===== src/rtl/a2d_sequencer_pkg.sv =====
// Shared channel numbers, FSM state types and SCLK divider points for the
// A2D conversion sequencer and its SPI engine.
package a2d_sequencer_pkg;

    localparam logic [2:0] CH_BATT   = 3'd0;
    localparam logic [2:0] CH_CURR   = 3'd1;
    localparam logic [2:0] CH_BRAKE  = 3'd4;
    localparam logic [2:0] CH_TORQUE = 3'd5;

    // SCLK = div[4]; the divider counts up from LOAD and parks at IDLE.
    localparam logic [4:0] SCLK_DIV_LOAD   = 5'b10111;
    localparam logic [4:0] SCLK_DIV_SAMPLE = 5'b01111;
    localparam logic [4:0] SCLK_DIV_SHIFT  = 5'b11111;
    localparam logic [4:0] SCLK_DIV_IDLE   = 5'b11111;

    typedef enum logic [2:0] {
        SEQ_IDLE,
        SEQ_CMD,
        SEQ_GAP,
        SEQ_READ,
        SEQ_UPDATE
    } seq_state_e;

    typedef enum logic [1:0] {
        SPI_IDLE,
        SPI_BUSY,
        SPI_BACK_PORCH
    } spi_state_e;

    function automatic logic [2:0] ptr_to_chnl(input logic [1:0] ptr);
        case (ptr)
            2'd0:    return CH_BATT;
            2'd1:    return CH_CURR;
            2'd2:    return CH_BRAKE;
            default: return CH_TORQUE;
        endcase
    endfunction

endpackage


===== src/rtl/a2d_sequencer_spi_monarch.sv =====
// SPI master for the A2D: one 16-bit full-duplex transaction per wrt,
// SCLK = clk/32 idling high, MOSI launched on SCLK fall, MISO sampled before rise.
module spi_monarch
    import a2d_sequencer_pkg::*;
(
    input  logic        clk,
    input  logic        rst_n,
    input  logic        wrt,
    input  logic [15:0] cmd,
    input  logic        MISO,
    output logic        SS_n,
    output logic        SCLK,
    output logic        MOSI,
    output logic        done,
    output logic [15:0] rx
);

    spi_state_e  state_q, state_d;
    logic [4:0]  div_q, div_d;
    logic [3:0]  smpl_cnt_q, smpl_cnt_d;
    logic [15:0] shft_q, shft_d;
    logic        miso_q, miso_d;
    logic        ss_n_q, ss_n_d;
    logic        done_q, done_d;
    logic [15:0] shft_next;

    assign shft_next = {shft_q[14:0], miso_q};

    always_comb begin
        // NOTE: every variable is defaulted first so no branch can infer a latch.
        state_d    = state_q;
        div_d      = div_q;
        smpl_cnt_d = smpl_cnt_q;
        shft_d     = shft_q;
        miso_d     = miso_q;
        ss_n_d     = ss_n_q;
        done_d     = 1'b0;
        case (state_q)
            SPI_IDLE: begin
                if (wrt) begin
                    shft_d     = cmd;
                    div_d      = SCLK_DIV_LOAD;
                    smpl_cnt_d = 4'd0;
                    ss_n_d     = 1'b0;
                    state_d    = SPI_BUSY;
                end
            end
            SPI_BUSY: begin
                div_d = div_q + 5'd1;
                if (div_q == SCLK_DIV_SAMPLE) begin
                    miso_d     = MISO;
                    smpl_cnt_d = smpl_cnt_q + 4'd1;
                    if (smpl_cnt_q == 4'd15) state_d = SPI_BACK_PORCH;
                end
                // The first fall after SS_n drops has no sampled bit behind it yet.
                if (div_q == SCLK_DIV_SHIFT && smpl_cnt_q != 4'd0) shft_d = shft_next;
            end
            SPI_BACK_PORCH: begin
                if (div_q == SCLK_DIV_SHIFT) begin
                    shft_d  = shft_next;
                    ss_n_d  = 1'b1;
                    done_d  = 1'b1;
                    state_d = SPI_IDLE;
                end else begin
                    div_d = div_q + 5'd1;
                end
            end
            default: state_d = SPI_IDLE;
        endcase
    end

    // NOTE: sequential state uses non-blocking assignments only.
    always_ff @(posedge clk or negedge rst_n) begin
        if (!rst_n) begin
            state_q    <= SPI_IDLE;
            div_q      <= SCLK_DIV_IDLE;
            smpl_cnt_q <= 4'd0;
            shft_q     <= 16'h0000;
            miso_q     <= 1'b0;
            ss_n_q     <= 1'b1;
            done_q     <= 1'b0;
        end else begin
            state_q    <= state_d;
            div_q      <= div_d;
            smpl_cnt_q <= smpl_cnt_d;
            shft_q     <= shft_d;
            miso_q     <= miso_d;
            ss_n_q     <= ss_n_d;
            done_q     <= done_d;
        end
    end

    assign SS_n = ss_n_q;
    assign SCLK = div_q[4];
    assign MOSI = ~ss_n_q & shft_q[15];
    assign done = done_q;
    assign rx   = shft_q;

endmodule


===== src/rtl/a2d_sequencer.sv =====
// Round-robin A2D scheduler: converts batt, curr, brake, torque in turn
// (command then read transaction) and holds the latest 12-bit result of each.
module a2d_sequencer
    import a2d_sequencer_pkg::*;
#(
    parameter int FAST_SIM = 0
) (
    input  logic        clk,
    input  logic        rst_n,
    input  logic        MISO,
    output logic        SS_n,
    output logic        SCLK,
    output logic        MOSI,
    output logic [11:0] batt,
    output logic [11:0] curr,
    output logic [11:0] brake,
    output logic [11:0] torque,
    output logic        cnv_cmplt
);

    localparam bit FAST = (FAST_SIM != 0);

    seq_state_e  state_q, state_d;
    logic [1:0]  ptr_q;
    logic [13:0] intv_q;
    logic [11:0] batt_q, curr_q, brake_q, torque_q;
    logic        cmplt_q;
    logic        trigger, spi_wrt, spi_done, update;
    logic [15:0] spi_cmd, spi_rx;
    logic [3:0]  rx_unused;

    assign trigger   = FAST ? (&intv_q[9:0]) : (&intv_q);
    assign rx_unused = spi_rx[15:12];

    spi_monarch u_spi (
        .clk  (clk),
        .rst_n(rst_n),
        .wrt  (spi_wrt),
        .cmd  (spi_cmd),
        .MISO (MISO),
        .SS_n (SS_n),
        .SCLK (SCLK),
        .MOSI (MOSI),
        .done (spi_done),
        .rx   (spi_rx)
    );

    always_comb begin
        state_d = state_q;
        spi_wrt = 1'b0;
        spi_cmd = 16'h0000;
        update  = 1'b0;
        case (state_q)
            SEQ_IDLE: begin
                if (trigger) begin
                    spi_wrt = 1'b1;
                    spi_cmd = {2'b00, ptr_to_chnl(ptr_q), 11'h000};
                    state_d = SEQ_CMD;
                end
            end
            SEQ_CMD:  if (spi_done) state_d = SEQ_GAP;
            SEQ_GAP: begin
                spi_wrt = 1'b1;
                state_d = SEQ_READ;
            end
            SEQ_READ: if (spi_done) state_d = SEQ_UPDATE;
            SEQ_UPDATE: begin
                update  = 1'b1;
                state_d = SEQ_IDLE;
            end
            default: state_d = SEQ_IDLE;
        endcase
    end

    always_ff @(posedge clk or negedge rst_n) begin
        if (!rst_n) begin
            state_q  <= SEQ_IDLE;
            ptr_q    <= 2'd0;
            intv_q   <= 14'd0;
            cmplt_q  <= 1'b0;
            batt_q   <= 12'h000;
            curr_q   <= 12'h000;
            brake_q  <= 12'h000;
            torque_q <= 12'h000;
        end else begin
            state_q <= state_d;
            cmplt_q <= update;
            if (state_q == SEQ_IDLE) intv_q <= trigger ? 14'd0 : intv_q + 14'd1;
            if (update) begin
                ptr_q <= ptr_q + 2'd1;
                case (ptr_q)
                    2'd0:    batt_q   <= spi_rx[11:0];
                    2'd1:    curr_q   <= spi_rx[11:0];
                    2'd2:    brake_q  <= spi_rx[11:0];
                    default: torque_q <= spi_rx[11:0];
                endcase
            end
        end
    end

    assign batt      = batt_q;
    assign curr      = curr_q;
    assign brake     = brake_q;
    assign torque    = torque_q;
    assign cnv_cmplt = cmplt_q;

endmodule


===== config.mk =====
export PLATFORM = sky130hd
export DESIGN_NAME = a2d_sequencer
export DESIGN_NICKNAME = d
export VERILOG_FILES = /design/src/rtl/a2d_sequencer_pkg.sv /design/src/rtl/a2d_sequencer_spi_monarch.sv /design/src/rtl/a2d_sequencer.sv
export SDC_FILE = /design/constraint.sdc
export NUM_CORES = 1
export LEC_CHECK = 0
export CAP_MARGIN = 20
export CORE_ASPECT_RATIO = 1.25
export CORE_MARGIN = 1.5
export CORE_UTILIZATION = 50
export CTS_CLUSTER_DIAMETER = 40
export DETAILED_ROUTE_END_ITERATION = 6
export PLACE_DENSITY = 0.86
export SYNTH_ARGS = -nofsm -noshare
export SYNTH_HDL_FRONTEND = slang
export SYNTH_SLANG_ARGS = --single-unit

===== constraint.sdc =====
create_clock -name clk -period 2.15 [get_ports clk]
set_input_delay 0.3225 -clock clk [delete_from_list [all_inputs] [get_ports clk]]
set_output_delay 0.3225 -clock clk [all_outputs]
set_load 0.01 [all_outputs]

==> run summary <==
Result of the run -> completed
CP max-delay cell -> dfstp_2
Die Footprint -> 9530 um^2
Final worst clock skew -> 0.0103 ns
Cells taking the most area after synthesis -> dfrtp_1 (51%), mux2_2 (12%), ha_1 (3.9%)
Max-slew violation count -> 0
Post-Syn Area -> 4470 um^2
Number of synthesized flops with an enable pin -> 0
Power, Total -> 3180 uW
Clk Latency, worst-skew pair -> 0.38 ns
Die Y -> 109 um
GRT busiest layer -> met2
Cell leakage power -> 0.00259 uW
Global-route wire length before repair -> 15900 um
Top flip-flop cell by instance count after synthesis -> dfrtp_1
Worst slew margin -> 67.9%
Global routing met2 resource utilization -> 37.0%
Area growth from synthesis to final layout -> 23.6%
Fill cell instance count of the final layout -> 613
GR Util All Layers -> 21.7%
Post-synthesis area per instance -> 12.1 um^2
Initial antenna violation count -> 0
Worst Setup Path Type -> reg2reg
CTS tree -> built
Number of unique standard cell types used by synthesis -> 52
Critical path, cell by cell -> ha_4 -> and3_1 -> ha_2 -> o31ai_1 -> a21oi_2 -> nand4_4 -> mux2_1
DRT iter0 DRCs -> 211
Slew at the pin with the worst max-slew slack -> 0.475 ns
Utilization after layout -> 63.6%
Critical path required time -> 2.41 ns
Starting utilization of the core area -> 51.4%
Wirelength per Cell -> 17.3 um
Number of core rows -> 38
Setup-violating endpoint count in the final report -> 0
Placer's final routability congestion estimate -> 0.930
Die X-Extent -> 87.6 um
Global-route met3 utilization -> 4.16%
Port Buf Inserts -> 54
DRC violations left -> 0
Launching element type of the critical path -> register
H-tree levels -> 3
CTS Buffer Depth -> 2
Clock transition at the registers of the reported paths -> 0.10 ns
HPWL after DPL -> 6640 um
Setup TNS -> 0 ns
Yosys warning total -> 0
Gate count of the mapped netlist -> 371
Post-layout min period -> 2.06 ns
Arrival time at the worst endpoint -> 2.32 ns
Overall routed net length -> 9790 um
Number of vias in the routed layout -> 3148
Num CTS Buffers -> 9
Number of maximum-capacitance violations -> 0
Number of iterations in the first detailed-routing pass -> 4
Count of antenna-violating nets left after detailed routing -> 0
Final Hold Fails -> 0
Synthesized netlist net count -> 388
Share of final-layout standard cells stronger than drive strength 1 -> 23.3%
Endpoint type of the worst setup path -> register
GR met1 Demand/Resource -> 26.3%
Number of nets at the end of the flow -> 459
Achievable frequency -> 0.485 GHz
Sequential element share of the synthesized area -> 55.0%
Post-synth top area share -> 51.5%
Largest net degree at the start of global routing -> 50
Synth async-reset ratio -> 100%
Clock tree root driver cell -> clkbuf_8
Slack of the worst reg-to-reg path -> 0.09 ns
Cell area power density -> 575 nW/um^2
Vias in the first global route -> 3255
Number of top-level pins -> 55
Library cell occupying the most area in the post-synthesis netlist -> dfrtp_1
Number of storage elements in the synthesis netlist -> 98
Total overflow reported by the global router -> 0
Class of the tightest hold or removal check -> in2async
VDD IR max -> 0.000594 V
Drt via density -> 5.55
Setup repair after global routing missed its margin -> false
Final critical-path share of the clock period -> 95.8%
Delay contributed by the slowest stage of the critical path -> 0.59 ns
Worst-path fanout max -> 5
Antenna fix cells -> 0
Clock Sinks -> 98
Placeable Area -> 8700 um^2
[per-layer routing]
layer	part of all wire (%)	up-vias
met5	0	-
met4	2.8	0
met3	4.9	26
met2	52	95
met1	41	1585
li1	-	1442
[flip-flops by register name, summed over array words and instances (netlist names), 2 cells and up]
register and cells:
u_spi.rx 16, intv_q 14, batt 12, brake 12, curr 12, torque 12
u_spi.div_q 5, u_spi.smpl_cnt_q 4, state_q 3, ptr_q 2, u_spi.state_q 2
[repair_timing]
item / 4_1_cts / 5_1_grt
setup endpoints to repair: 1 / 22
pin swaps: 1 / 3
hold buffers: 1 / 0
gates cloned: 0 / 1
gates resized for setup: 0 / 12
buffers inserted: 0 / 1
endpoints found under the hold margin: 15 / 0
[metrics by stage]
stage	std cells	hold WS [ns]	area, um^2	setup WS [ns]
after floorplan	371	0.0269	4470	0.0676
after global placement	548	0.210	5220	0.144
after detailed placement	548	0.215	5220	0.0170
after CTS	565	0.364	5450	0.00483
after global routing	567	0.389	5530	0.0134
final	567	0.356	5530	0.0896
[cell type report]
class                   instances  area (um^2)  share of cell area, %
flip-flops and latches         98         2460                   44.5
repair buffers                 75          744                   13.5
well taps                     120          150                   2.71
clock buffers                  10          138                   2.49
clock inverters                 6         78.8                   1.43
inverters                      26         97.6                   1.76
multi-input cells             232         1860                   33.7
[cells in the final DEF (no fill, tap or decap), types with 6 or more instances in the layout]
master,n
a31oi_1,6
ha_1,12
nand2_1,33
nand3_1,7
mux2i_1,14
mux2_2,46
buf_4,17
clkdlybuf4s50_1,53
dfrtp_1,92
inv_1,25
a21oi_1,8
nor2_1,15
xnor2_1,6
mux2_1,8
clkbuf_8,10
and2_1,6
nand4_1,9
dfstp_2,6
o21ai_0,12
[worst max-delay path: cells and delay by family (launching register included)]
family / cells / cell delay, ns
DFF: 1 / 0.59
adders and majority gates: 2 / 0.36
muxes: 1 / 0.36
and+or+nand+nor: 2 / 0.35
AOI/OAI and AO/OA: 2 / 0.29
[power by group]
group | internal, uW | switching [uW] | total (uW)
Sequential | 1840 | 0.555 | 1840
Clock | 597 | 695 | 1290
Combinational | 9.61 | 35.8 | 45.4
Total | 2450 | 731 | 3180
[cell families (layout without fill, tap and decap cells)]
kind of cell	after synthesis	count (layout)	share of synthesized area [%]
multiplexers	69	69	16.9
flip-flops	98	98	55.0
XOR/XNOR	9	9	1.76
AND/OR/NAND/NOR	95	95	11.8
buffers and inverters	41	117	4.11
AO/OA/AOI/OAI	45	45	6.52
adder cells (fa/ha/maj)	14	14	3.92
[Yosys cell counts, drive strengths merged (3+ instances only)]
master	instances
a21oi	9
nand3	7
nor2	18
xnor2	6
nand4	12
ha	14
a31oi	6
a32oi	3
xor2	3
dfrtp	92
o31ai	3
nand2	34
nor3	4
buf	8
o41ai	3
dfstp	6
inv	25
clkbuf	7
o21ai	13
and2	6
mux2	54
mux2i	15
[final timing paths]
path                                            endpoint  depth (start not counted)                        from
min in group clk                    batt[11]$_DFFE_PN0P_                          1        batt[11]$_DFFE_PN0P_
worst min register to register      batt[11]$_DFFE_PN0P_                          1        batt[11]$_DFFE_PN0P_
max in group asynchronous       u_spi.rx[12]$_DFFE_PN0P_                          3                       rst_n
worst max register to register  u_spi.rx[13]$_DFFE_PN0P_                          7  u_spi.div_q[0]$_DFFE_PN1P_
worst min-delay path              state_q[0]$_DFFE_PN0P_                          2                       rst_n
worst max-delay path            u_spi.rx[13]$_DFFE_PN0P_                          7  u_spi.div_q[0]$_DFFE_PN1P_
No activity file was read; power rests on OpenSTA's default activity.
